`config.mk`:
```
export PLATFORM = sky130hd
export DESIGN_NAME = mem_io_arbiter
export DESIGN_NICKNAME = d
export VERILOG_FILES = /design/src/rtl/mem_io_arbiter_pkg.sv /design/src/rtl/mem_io_arbiter_io_decode.sv /design/src/rtl/mem_io_arbiter.sv
export SDC_FILE = /design/constraint.sdc
export NUM_CORES = 1
export LEC_CHECK = 0
export CORE_AREA = 2 2 116 118
export DETAILED_ROUTE_END_ITERATION = 12
export DIE_AREA = 0 0 118 120
export HOLD_SLACK_MARGIN = 0.06
export SYNTH_ARGS = -nofsm -noshare
export SYNTH_HDL_FRONTEND = slang
export SYNTH_SLANG_ARGS = --single-unit
```
`constraint.sdc`:
```
create_clock -name clock -period 2.2 [get_ports clock]
set_input_delay 0.33 -clock clock [delete_from_list [all_inputs] [get_ports clock]]
set_output_delay 0.33 -clock clock [all_outputs]
set_load 0.03 [all_outputs]
```
`src/rtl/mem_io_arbiter_pkg.sv`:
```
// mem_io_pkg
// Shared definitions for the data-memory / I/O arbiter slice:
//   IO_BASE_HI   upper 22 address bits that select the I/O region
//   state_e      arbiter FSM states
//   requester_e  identifies the CPU data port or the UART loader
//   is_io_region helper that decodes the I/O region from the upper address bits
package mem_io_pkg;

  localparam logic [21:0] IO_BASE_HI = 22'h3FFFFF;

  typedef enum logic [0:0] {
    IDLE    = 1'b0,
    RD_WAIT = 1'b1
  } state_e;

  typedef enum logic [0:0] {
    REQ_CPU = 1'b0,
    REQ_LD  = 1'b1
  } requester_e;

  function automatic logic is_io_region(input logic [21:0] addr_hi);
    return addr_hi == IO_BASE_HI;
  endfunction

endpackage

```
`src/rtl/mem_io_arbiter_io_decode.sv`:
```
// io_decode
// Combinational I/O region decode and pass-through for CPU accesses that
// target 0xFFFFFC00-0xFFFFFFFF. Such accesses never reach the RAM.
// Ports:
//   enable       1 = outputs live, 0 = all outputs forced to 0 (reset gating)
//   cpu_req      CPU access request
//   cpu_we       CPU write enable
//   cpu_addr_hi  cpu_addr[31:10]
//   cpu_wdata_lo cpu_wdata[15:0]
//   io_rdata     I/O read data (same cycle)
//   io_hit       raw decode: CPU request lies in the I/O region (ungated)
//   io_sel       I/O chip select
//   io_we        I/O write strobe
//   io_wdata     I/O write data
//   io_rword     I/O read data zero-extended to DATA_W, 0 when not selected
module io_decode
  import mem_io_pkg::*;
#(
  parameter int DATA_W = 32
) (
  input  logic              enable,
  input  logic              cpu_req,
  input  logic              cpu_we,
  input  logic [21:0]       cpu_addr_hi,
  input  logic [15:0]       cpu_wdata_lo,
  input  logic [15:0]       io_rdata,
  output logic              io_hit,
  output logic              io_sel,
  output logic              io_we,
  output logic [15:0]       io_wdata,
  output logic [DATA_W-1:0] io_rword
);

  // Region decode plus the gated I/O pass-through signals.
  always_comb begin
    io_hit   = cpu_req & is_io_region(cpu_addr_hi);
    io_sel   = enable & io_hit;
    io_we    = enable & io_hit & cpu_we;
    io_wdata = enable ? cpu_wdata_lo : 16'h0000;
    io_rword = (enable & io_hit) ? DATA_W'(io_rdata) : '0;
  end

endmodule

```
`src/rtl/mem_io_arbiter.sv`:
```
// mem_io_arbiter
// Shares the single-port data RAM between the CPU data port and the UART
// program loader with round-robin arbitration, sequences the one-cycle
// synchronous RAM read, and routes CPU accesses in the I/O region straight
// to the I/O chip-select path.
// Ports:
//   clock, reset                 clock, asynchronous active-low reset
//   cpu_req/we/addr/wdata        CPU request (byte address, bits [1:0] ignored)
//   cpu_rdata, cpu_ready         CPU read data and completion pulse
//   ld_req/we/addr/wdata         loader request (word address)
//   ld_rdata, ld_ready           loader read data and completion pulse
//   mem_en/we/addr/wdata         RAM control, zero when mem_en=0
//   mem_rdata                    RAM read data, one cycle after the read
//   io_sel/we/wdata, io_rdata    I/O chip-select path
// Only state, grant and pointer are registered; every output is
// combinational and forced to 0 while reset is low.
module mem_io_arbiter
  import mem_io_pkg::*;
#(
  parameter int ADDR_W = 14,
  parameter int DATA_W = 32
) (
  input  logic              clock,
  input  logic              reset,
  input  logic              cpu_req,
  input  logic              cpu_we,
  input  logic [31:0]       cpu_addr,
  input  logic [DATA_W-1:0] cpu_wdata,
  output logic [DATA_W-1:0] cpu_rdata,
  output logic              cpu_ready,
  input  logic              ld_req,
  input  logic              ld_we,
  input  logic [ADDR_W-1:0] ld_addr,
  input  logic [DATA_W-1:0] ld_wdata,
  output logic [DATA_W-1:0] ld_rdata,
  output logic              ld_ready,
  output logic              mem_en,
  output logic              mem_we,
  output logic [ADDR_W-1:0] mem_addr,
  output logic [DATA_W-1:0] mem_wdata,
  input  logic [DATA_W-1:0] mem_rdata,
  output logic              io_sel,
  output logic              io_we,
  output logic [15:0]       io_wdata,
  input  logic [15:0]       io_rdata
);

  state_e     state_q;
  requester_e grant_q;
  requester_e ptr_q;

  logic              io_hit;
  logic [DATA_W-1:0] io_rword;
  logic              cpu_mem_req;
  logic              grant_valid;
  requester_e        winner;
  logic              win_we;
  logic [ADDR_W-1:0] win_addr;
  logic [DATA_W-1:0] win_wdata;
  logic              cpu_done;
  logic              ld_done;
  logic              unused_cpu_addr;

  // The byte-offset bits never select anything.
  assign unused_cpu_addr = ^cpu_addr[1:0];

  io_decode #(
    .DATA_W(DATA_W)
  ) u_io_decode (
    .enable      (reset),
    .cpu_req     (cpu_req),
    .cpu_we      (cpu_we),
    .cpu_addr_hi (cpu_addr[31:10]),
    .cpu_wdata_lo(cpu_wdata[15:0]),
    .io_rdata    (io_rdata),
    .io_hit      (io_hit),
    .io_sel      (io_sel),
    .io_we       (io_we),
    .io_wdata    (io_wdata),
    .io_rword    (io_rword)
  );

  // Arbitration: only IDLE can grant. With both requesting, the pointer
  // holds the last-served requester, so the other one wins.
  always_comb begin
    cpu_mem_req = cpu_req & ~io_hit;
    grant_valid = (state_q == IDLE) & (cpu_mem_req | ld_req);
    if (cpu_mem_req & ld_req) begin
      winner = (ptr_q == REQ_CPU) ? REQ_LD : REQ_CPU;
    end else if (ld_req) begin
      winner = REQ_LD;
    end else begin
      winner = REQ_CPU;
    end
    if (winner == REQ_CPU) begin
      win_we    = cpu_we;
      win_addr  = cpu_addr[ADDR_W+1:2];
      win_wdata = cpu_wdata;
    end else begin
      win_we    = ld_we;
      win_addr  = ld_addr;
      win_wdata = ld_wdata;
    end
  end

  // Completion of a memory transaction: a write finishes on its grant
  // cycle, a read finishes in RD_WAIT for whoever holds the grant register.
  always_comb begin
    cpu_done = ((state_q == RD_WAIT) & (grant_q == REQ_CPU)) |
               (grant_valid & win_we & (winner == REQ_CPU));
    ld_done  = ((state_q == RD_WAIT) & (grant_q == REQ_LD)) |
               (grant_valid & win_we & (winner == REQ_LD));
  end

  // Output muxes; everything is held at 0 while reset is low.
  always_comb begin
    mem_en    = reset & grant_valid;
    mem_we    = reset & grant_valid & win_we;
    mem_addr  = (reset & grant_valid) ? win_addr : '0;
    mem_wdata = (reset & grant_valid) ? win_wdata : '0;

    cpu_ready = reset & (cpu_done | io_hit);
    ld_ready  = reset & ld_done;

    cpu_rdata = '0;
    if (reset & (state_q == RD_WAIT) & (grant_q == REQ_CPU)) begin
      cpu_rdata = mem_rdata;
    end else if (reset & io_hit) begin
      cpu_rdata = io_rword;
    end

    ld_rdata = '0;
    if (reset & (state_q == RD_WAIT) & (grant_q == REQ_LD)) begin
      ld_rdata = mem_rdata;
    end
  end

  // State, grant and pointer. A write grant updates the pointer at once;
  // a read grant parks in RD_WAIT and updates the pointer on completion.
  // Reset discards any in-flight read.
  always_ff @(posedge clock or negedge reset) begin
    if (!reset) begin
      state_q <= IDLE;
      grant_q <= REQ_CPU;
      ptr_q   <= REQ_CPU;
    end else begin
      case (state_q)
        IDLE: begin
          if (grant_valid) begin
            if (win_we) begin
              ptr_q <= winner;
            end else begin
              grant_q <= winner;
              state_q <= RD_WAIT;
            end
          end
        end
        RD_WAIT: begin
          ptr_q   <= grant_q;
          state_q <= IDLE;
        end
        default: begin
          state_q <= IDLE;
        end
      endcase
    end
  end

endmodule
```
==> impl_metrics.tcl <==
set metrics [dict create \
    core-area_mm2 0.0130 \
    totalNegativeSetupSlack_ns -0.936 \
    violations "negative setup slack" \
    dp_hpwl_um 8890 \
    finalCritPeriodShare 1.04 \
    cts_hold_buffers 0 \
    worst_hold_path_type "primary input to async pin" \
    tritoncts.num_buffers 3 \
    worst_path_largest_cell_delay_ns 0.27 \
    nFillCells 1182 \
    r2r_start "ptr_q" \
    rr_endpoint "ptr_q" \
    initial_utilization 0.128 \
    number_of_global_route_vias_before_repair 3647 \
    n_antenna_cell 0 \
    layout.cell_area.non_filler_mm2 0.00650 \
    routedWlPerCell_um 16.9 \
    worst_setup_path_end_kind "output port" \
    firstDrtPassIters 4 \
    finalHoldViolCount 0 \
    ys_seq_area_frac 0.0452 \
    clock-skew-final_ns 0.00291 \
    pin_count 296 \
    ffs_w_async_s_r_synth 1.00 \
    drt_drc_violations_left 0 \
    worstPathMaxFanout 8 \
    finalMaxSlewViolations 0 \
    nets 795 \
    area_growth_pct 292 \
    postRouteAntennaNets 0 \
    fp.dieArea_mm2 0.0142 \
    clock_tree_from_tritoncts "built" \
    dieHeight_um 120 \
    peakVddDrop_mv 0.346 \
    avgSynthCellArea_um2 5.67 \
    crit_path_cell_trace "buf_6, buf_6, nand4_1, nor4_4, buf_4, buf_6, a31oi_4, buf_12, buf_12, nand2_4, a21oi_4, buf_12" \
    via_per_inst 4.31 \
    criticalPathCategory "primary input to output port" \
    die_width_um 118 \
    critical_path_startpoint_category "primary input" \
    max_slew_margin 0.824 \
    layout-drive-gt1-share 0.560 \
    wirelength_um 13600 \
    tritoncts_num_sinks 3 \
    postSynthCellCount 293 \
    routabilityCongestion 0.826 \
    power.static_leakage_nw 2.90 \
    num_vias 3474 \
    synth-edff-count 0 \
    pin_count_of_the_biggest_net_entering_global_routing 33 \
    worst_ep_arrival_time_ns 1.95 \
    cts-htree-levels 1 \
    rows 42 \
    antenna_found_initial 0 \
    worst_slack_ns -0.0790 \
    cts.reportedPaths.clkPinSlew_ns 0.03 \
    period_minus_slack_ns 2.28 \
    yosysWarningCount 0 \
    clkLatencyLatePin_ns 0.22 \
    cp_max_delay_cell "sky130_fd_sc_hd__a31oi_4" \
    post_synth_instance_area_mm2 0.00166 \
    synth-seq-cells 3 \
    worst-slew-pin-transition_ns 0.262 \
    status "complete, but fails checks" \
    detail_route.iter0.violations 118 \
    whs_ns 0.0934 \
    grt_first_pass_wirelength_um 19900 \
    worstRegToRegCells 6 \
    grt_overflow_total 0 \
    fmax_ghz 0.439 \
    post_layout_nonfiller_instances 806 \
    rsz0062_at_grt "true" \
    worst-r2r-setup-slack_ns 0.73 \
    setup_viol 34 \
    critical-path-top-delay-family "buffers and inverters" \
    dp_cells 770 \
    port_buffers 293 \
    synthFlopType "sky130_fd_sc_hd__dfrtp_1" \
    clk_path_buf_depth 2 \
    clk_root_buffer_cell "sky130_fd_sc_hd__clkbuf_16" \
    maxCapViolations 0 \
    synth.distinct_cells 30 \
    crit_required_ns 1.87 \
    power_density_mw_per_mm2 389 \
    grtUsageTotal 0.172 \
    detailed_place.area_mm2 0.00479 \
    cp_num_buf_inv 7 \
    synthesis.nets 457 \
]
power by group:
group / leakage [nW] / internal, W / total (W) / switching [W]
combinational: 2.83 / 0.00107 / 0.00215 / 0.00108
clock: 0.0382 / 0.000239 / 0.000286 / 0.0000468
sequential: 0.0362 / 0.0000721 / 0.0000954 / 0.0000233
cell usage in the layout (no fill, tap or decap), drive strengths merged:
| cell | count |
|---|---|
| a211oi | 1 |
| a31oi | 1 |
| clkdlybuf4s15 | 1 |
| and2 | 66 |
| a21boi | 2 |
| inv | 5 |
| nand2 | 103 |
| dlygate4sd2 | 5 |
| buf | 209 |
| a22o | 16 |
| dlymetal6s2s | 1 |
| nand4 | 7 |
| o22ai | 1 |
| nor4 | 2 |
| clkbuf | 8 |
| a41o | 1 |
| dfrtp | 3 |
| o221ai | 1 |
| o211ai | 1 |
| clkdlybuf4s50 | 137 |
| a31o | 2 |
| nor2 | 5 |
| nand3b | 1 |
| a21oi | 49 |
| nand2b | 1 |
| o21ai | 1 |
worst max path at each step:
stage                          endpoint  cells past startpoint    startpoint  slack, ns
after CTS                   mem_addr[7]                     13  cpu_addr[10]      -0.15
after global placement           mem_en                      7  cpu_addr[16]      -0.48
after floorplan           mem_wdata[10]                      7  cpu_addr[31]       0.07
after global routing       mem_wdata[6]                     12  cpu_addr[10]      -0.14
after detailed placement         mem_en                      7  cpu_addr[16]      -0.51
final                      mem_wdata[6]                     12  cpu_addr[10]      -0.08
registers in the layout (all words and copies together), names as in the netlist:
| register | flops |
|---|---|
| state_q | 1 |
| ptr_q | 1 |
| grant_q | 1 |
final cells by class:
type / instances / area, µm² / area share
repair buffers: 357 / 3770 / 0.580
clock buffers: 4 / 78.8 / 0.0121
multi-input cells: 261 / 2340 / 0.359
flip-flops and latches: 3 / 75.1 / 0.0115
inverters: 5 / 18.8 / 0.00289
well taps: 176 / 220 / 0.0339
layer usage:
layer  track usage  wire (µm)  vias up
met5             0          0        -
met4        0.0188         96        0
met3        0.0323        716       10
met2         0.334       7380      143
met1         0.200       5400     1661
li1              -          -     1660
synthesized netlist by cell type (3+ instances only):
library cell,n,area share
sky130_fd_sc_hd__buf_6,6,0.041
sky130_fd_sc_hd__nor2_1,5,0.011
sky130_fd_sc_hd__buf_2,8,0.024
sky130_fd_sc_hd__clkbuf_1,9,0.020
sky130_fd_sc_hd__a22o_1,6,0.032
sky130_fd_sc_hd__a21oi_1,49,0.15
sky130_fd_sc_hd__dfrtp_1,3,0.045
sky130_fd_sc_hd__nand4_1,6,0.023
sky130_fd_sc_hd__inv_1,4,0.0090
sky130_fd_sc_hd__nand2_1,102,0.23
sky130_fd_sc_hd__and2_1,66,0.25
sky130_fd_sc_hd__a22o_2,10,0.060
cells by family (layout without fill, tap and decap cells):
| family | count (synthesis) | in the layout | synth area share |
|---|---|---|---|
| AND/OR/NAND/NOR | 185 | 185 | 0.553 |
| AO/OA/AOI/OAI | 76 | 76 | 0.301 |
| buffers and inverters | 29 | 366 | 0.101 |
| flip-flops | 3 | 3 | 0.0452 |
metrics by stage:
step,total power [W],worst slack [ns],util
floorplan,0.000779,0.0663,-
global placement,0.00154,-0.476,0.369
detailed placement,0.00155,-0.510,0.369
CTS,0.00239,-0.145,0.479
global route,0.00264,-0.138,0.501
finish,0.00253,-0.0790,0.501
what timing repair did:
item | in CTS | in global routing
setup buffers | 21 | 2
setup endpoints to repair | 66 | 72
pin swaps | 97 | 26
gates resized for setup | 317 | 59
endpoints found under the hold margin | 0 | 0
gates cloned | 10 | 3
Note: power is estimated with default switching activity, not from simulation.
==> edit 1, RTL diff (config.mk and constraints unchanged) <==
Make the reset (`reset`) synchronous in one clocked block. Comments in the files are not updated.
--- a/src/rtl/mem_io_arbiter.sv
+++ b/src/rtl/mem_io_arbiter.sv
@@ -138,7 +138,7 @@
   // State, grant and pointer. A write grant updates the pointer at once;
   // a read grant parks in RD_WAIT and updates the pointer on completion.
   // Reset discards any in-flight read.
-  always_ff @(posedge clock or negedge reset) begin
+  always_ff @(posedge clock) begin
     if (!reset) begin
       state_q <= IDLE;
       grant_q <= REQ_CPU;
Formal check against the unedited RTL: no difference found for any inputs over 10 cycles, from zero or initial values and one cycle with reset low; that may be too few to reach the edited logic, so the function may still have changed.
==> edit 1 against the unedited design <==
The flow still finishes with violations (negative setup slack); wire length grew 1.5%; combinational power shrank 47%; sequential power shrank 33%; power shrank 41%; count of clock-buffer cells in the layout is the same; synthesized area grew 4.4%; first-iteration DRC count grew 4.2%; critical path depth shrank 2; setup slack gained 0.017 ns; cell area shrank 14%; fmax grew 0.76%; worst hold slack gained 0.43 ns; sequential cell count is the same; critical endpoint is now mem_wdata[7].
==> edit 1: results (changes against the unedited design) <==
* Place WS at -0.442 ns (+0.0678 ns)
* Reg2Reg Depth at 5 (-1)
* Filler instances at 1319 (+12%)
* Leak at 2.45 nW (-16%)
* Total track usage at 17.5% (+0.36 points)
* Outcome: finished, violations left
* Post-synth ARST share at 0% (-100 points)
* RR Startpoint: ptr_q
* Syn Nets at 463 (+1.3%)
* Vias in the first global route at 3643 (-0.11%)
* Final wirelength at 13800 um (+1.5%)
* Final setup viols at 45 (+32%)
* Failing checks: negative setup slack
* CP startpoint: cpu_addr[14]
* Sequential share of the synthesized area at 3.46% (-1.1 points)
* Fin worst setup slack at -0.0618 ns (+0.0172 ns)
* Largest net degree at the start of global routing at 40 (+21%)
* Hold crit path type: reg2reg
* Nets at 767 (-3.5%)
* Worst EP arrival at 1.93 ns (-0.02 ns)
* R2r setup slk at 0.66 ns (-0.07 ns)
* Hpwl dp at 9820 um (+10%)
* RR Endpoint: ptr_q
* GPL Wtd Cong at 0.854 (+3.5%)
* Rel. slew slack at 66.2% (-16 points)
* Switch share at 40.3% (-5.0 points)
* Vias at 3534 (+1.7%)
-- edit 1: cell types whose count changed in the layout (fill, tap and decap cells not counted), moves of 16 or more --
cell / unedited run / this run
a21oi_4: 22 / 1
and3_1: 0 / 17
buf_6: 72 / 53
nand2_1: 41 / 5
nand2_2: 17 / 1
nand2_4: 45 / 1
nand3_1: 0 / 45
o21ai_1: 0 / 20
o21ai_2: 0 / 20
-- edit 1: final cells by class --
type                    instances  area share, %
clock buffers                   4           1.42
flip-flops and latches          3           1.08
well taps                     176           3.96
multi-input cells             256           32.7
inverters                       4          0.270
diodes                          1         0.0450
repair buffers                335           60.5
-- edit 1: cells by family (layout without fill, tap and decap cells) --
group | after synthesis | count (layout) | share of synthesized area (%)
buffers and inverters | 40 | 343 | 10.5
AO/OA/AOI/OAI | 120 | 120 | 39.7
other | 0 | 1 | 0
flip-flops | 3 | 3 | 3.46
multiplexers | 1 | 1 | 0.577
AND/OR/NAND/NOR | 135 | 135 | 45.7
-- edit 1: critical path, stage by stage --
cell and delay [ns]:
buf_6 0.07, nand4_1 0.18, nor4_4 0.38, buf_4 0.20, a21boi_4 0.10, buf_6 0.16
buf_16 0.15, o21ai_2 0.11, a21oi_1 0.08, buf_4 0.17
-- edit 1: per-layer routing --
metal | track usage [%] | vias to the layer above | part of all wire [%]
li1 | - | 1697 | -
met1 | 20.0 | 1652 | 39
met2 | 33.5 | 179 | 54
met3 | 3.66 | 6 | 6.4
met4 | 3.77 | 0 | 0.89
met5 | 0 | - | 0
-- edit 1: through the flow --
step	instance area [um^2]	cells	TNS (ns)	utilization, %	hold WS, ns
after global routing	5570	779	-6.94	42.9	0.557
after global placement	4770	757	-23.94	36.7	0.505
after CTS	5230	776	-1.26	40.3	0.527
after detailed placement	4770	757	-23.81	36.7	0.520
after floorplan	1770	299	0	-	0.430
final	5570	779	-1.14	42.9	0.528
-- edit 1: worst max path at each step --
stage,end
after floorplan,mem_wdata[21]
after global placement,cpu_rdata[3]
after detailed placement,cpu_rdata[3]
after CTS,mem_addr[1]
after global routing,mem_wdata[7]
final,mem_wdata[7]
-- edit 1: power by group through the flow --
stage	combinational [mW]	sequential, mW	clock [mW]
after floorplan	0.420	0.0625	0
after global placement	0.959	0.0634	0
after detailed placement	0.969	0.0636	0
after CTS	1.08	0.0636	0.289
final	1.15	0.0636	0.284
after global routing	1.22	0.0642	0.297
-- edit 1: what timing repair did --
item / CTS / global route
resized for setup: 142 / 91
cloned: 8 / 2
buffers inserted: 7 / 2
hold buffers: 0 / 0
pin swaps: 12 / 18
setup endpoints to repair: 68 / 65
==> edit 2, RTL diff (config.mk and constraints unchanged) <==
Made on the original files. Change the parameter `ADDR_W` from 14 to 13.
--- a/src/rtl/mem_io_arbiter.sv
+++ b/src/rtl/mem_io_arbiter.sv
@@ -17,7 +17,7 @@
 module mem_io_arbiter
   import mem_io_pkg::*;
 #(
-  parameter int ADDR_W = 14,
+  parameter int ADDR_W = 13,
   parameter int DATA_W = 32
 ) (
   input  logic              clock,
Interface: changed (resized ld_addr and mem_addr); port bits go from 296 to 294. No check against the original RTL was run, so the function may have changed too.
==> edit 2 against the unedited design <==
The flow still finishes with violations (negative setup slack); clock power hardly changed; global-route usage shrank 1.8 points; sequential power shrank 3.6%; clock skew fell by 0.0014 ns; sequential cell count unchanged; combinational power is 4% lower; power down 3.1%; wire length is 8.3% lower; setup slack improved by 0.037 ns; die area unchanged; cell area down 2.7%; synthesized area shrank 0.53%; core utilization decreased by 1.3 points; largest power group unchanged; highest routed layer unchanged.
==> edit 2: results (changes against the unedited design) <==
* Fin worst setup slack at -0.0418 ns (+0.0373 ns)
* Reg2Reg Depth at 5 (-1)
* Post-synth top cells: 100 x nand2_1, 66 x and2_1, 48 x a21oi_1
* Nets at 786 (-1.1%)
* First-pass GRT wire length at 17800 um (-10%)
* Worst EP arrival at 1.91 ns (-0.04 ns)
* Place WS at -0.411 ns (+0.0993 ns)
* DRT iter0 DRCs at 111 (-5.9%)
* R2r setup slk at 0.85 ns (+0.12 ns)
* Failing checks: negative setup slack
* Largest net degree at the start of global routing at 34 (+3.0%)
* Sequential share of the synthesized area at 4.55% (+0.024 points)
* Hold crit path type: in2async
* GPL Wtd Cong at 0.822 (-0.45%)
* Final setup viols at 17 (-50%)
* Worst hold slack at 0.427 ns (+0.334 ns)
* Filler instances at 1132 (-4.2%)
* Share of cells above drive strength 1 at 52.3% (-3.8 points)
* Outcome: finished, violations left
* Peak supply drop at 0.265 mV (-23%)
* Synth top area cells: and2_1 25%, nand2_1 23%, a21oi_1 15%
* Skew final at 0.00156 ns (-0.00135 ns)
* Vias at 3484 (+0.29%)
* Crit Path Max Fanout at 7 (-1)
* Total track usage at 15.4% (-1.8 points)
## edit 2: final cells by class
type                       count  area share (%)
timing repair buffer         352            60.6
multi-input combinational    258            33.2
tap                          176            3.48
clock buffer                   4            1.25
sequential                     3            1.19
inverter                       5           0.297
## edit 2: where the power goes
group          leakage (nW)  switching [mW]  internal, mW
Clock                0.0382          0.0482         0.239
Sequential           0.0362          0.0200        0.0720
Combinational          2.77            1.00          1.07
Total                  2.84            1.07          1.38
## edit 2: logic make-up after synthesis
| logic type | share of synthesized area (%) |
|---|---|
| buf+inv | 10.4 |
| compound gates | 29.9 |
| flops | 4.55 |
| simple gates | 55.2 |
## edit 2: worst max-delay path, stage by stage
cell and delay (ns):
buf_6 0.07, nand4_4 0.12, nor4_4 0.32, buf_4 0.17, a31o_4 0.19, buf_12 0.16
clkbuf_16 0.16, nand2_2 0.07, a21oi_4 0.16, buf_6 0.14
## edit 2: timing repair
action,4_1_cts,5_1_grt
endpoints found under the hold margin,0,0
pin swaps,15,63
setup buffers,16,4
gates resized for setup,142,181
setup endpoints to repair,65,66
cloned,9,4
## edit 2: worst max path at each step
| stage | from | endpoint | slack [ns] | cells after the start |
|---|---|---|---|---|
| 2_1_floorplan | cpu_addr[31] | mem_addr[10] | 0.07 | 7 |
| 3_3_place_gp | cpu_addr[10] | mem_wdata[16] | -0.39 | 9 |
| 3_5_place_dp | cpu_addr[17] | mem_wdata[27] | -0.41 | 9 |
| 4_1_cts | ld_req | mem_wdata[21] | -0.08 | 8 |
| 5_1_grt | cpu_addr[22] | mem_wdata[24] | -0.12 | 10 |
| 6_report | cpu_addr[27] | mem_wdata[24] | -0.04 | 10 |
## edit 2: layer usage
layer	track usage [%]	routed length, um	vias up
met5	0	0	-
met2	30.0	6830	207
li1	-	-	1652
met4	2.86	100	0
met3	4.42	1060	10
met1	16.4	4480	1615
## edit 2: metrics by stage
stage | setup TNS (ns) | instance area, um^2 | utilization, % | total power [mW] | std cells
floorplan | 0 | 1650 | - | 0.775 | 290
global placement | -21.81 | 4900 | 37.7 | 1.58 | 767
detailed placement | -22.67 | 4900 | 37.7 | 1.58 | 767
CTS | -1.91 | 5590 | 43.0 | 2.18 | 795
global route | -3.57 | 6330 | 48.7 | 2.56 | 798
finish | -0.309 | 6330 | 48.7 | 2.45 | 798
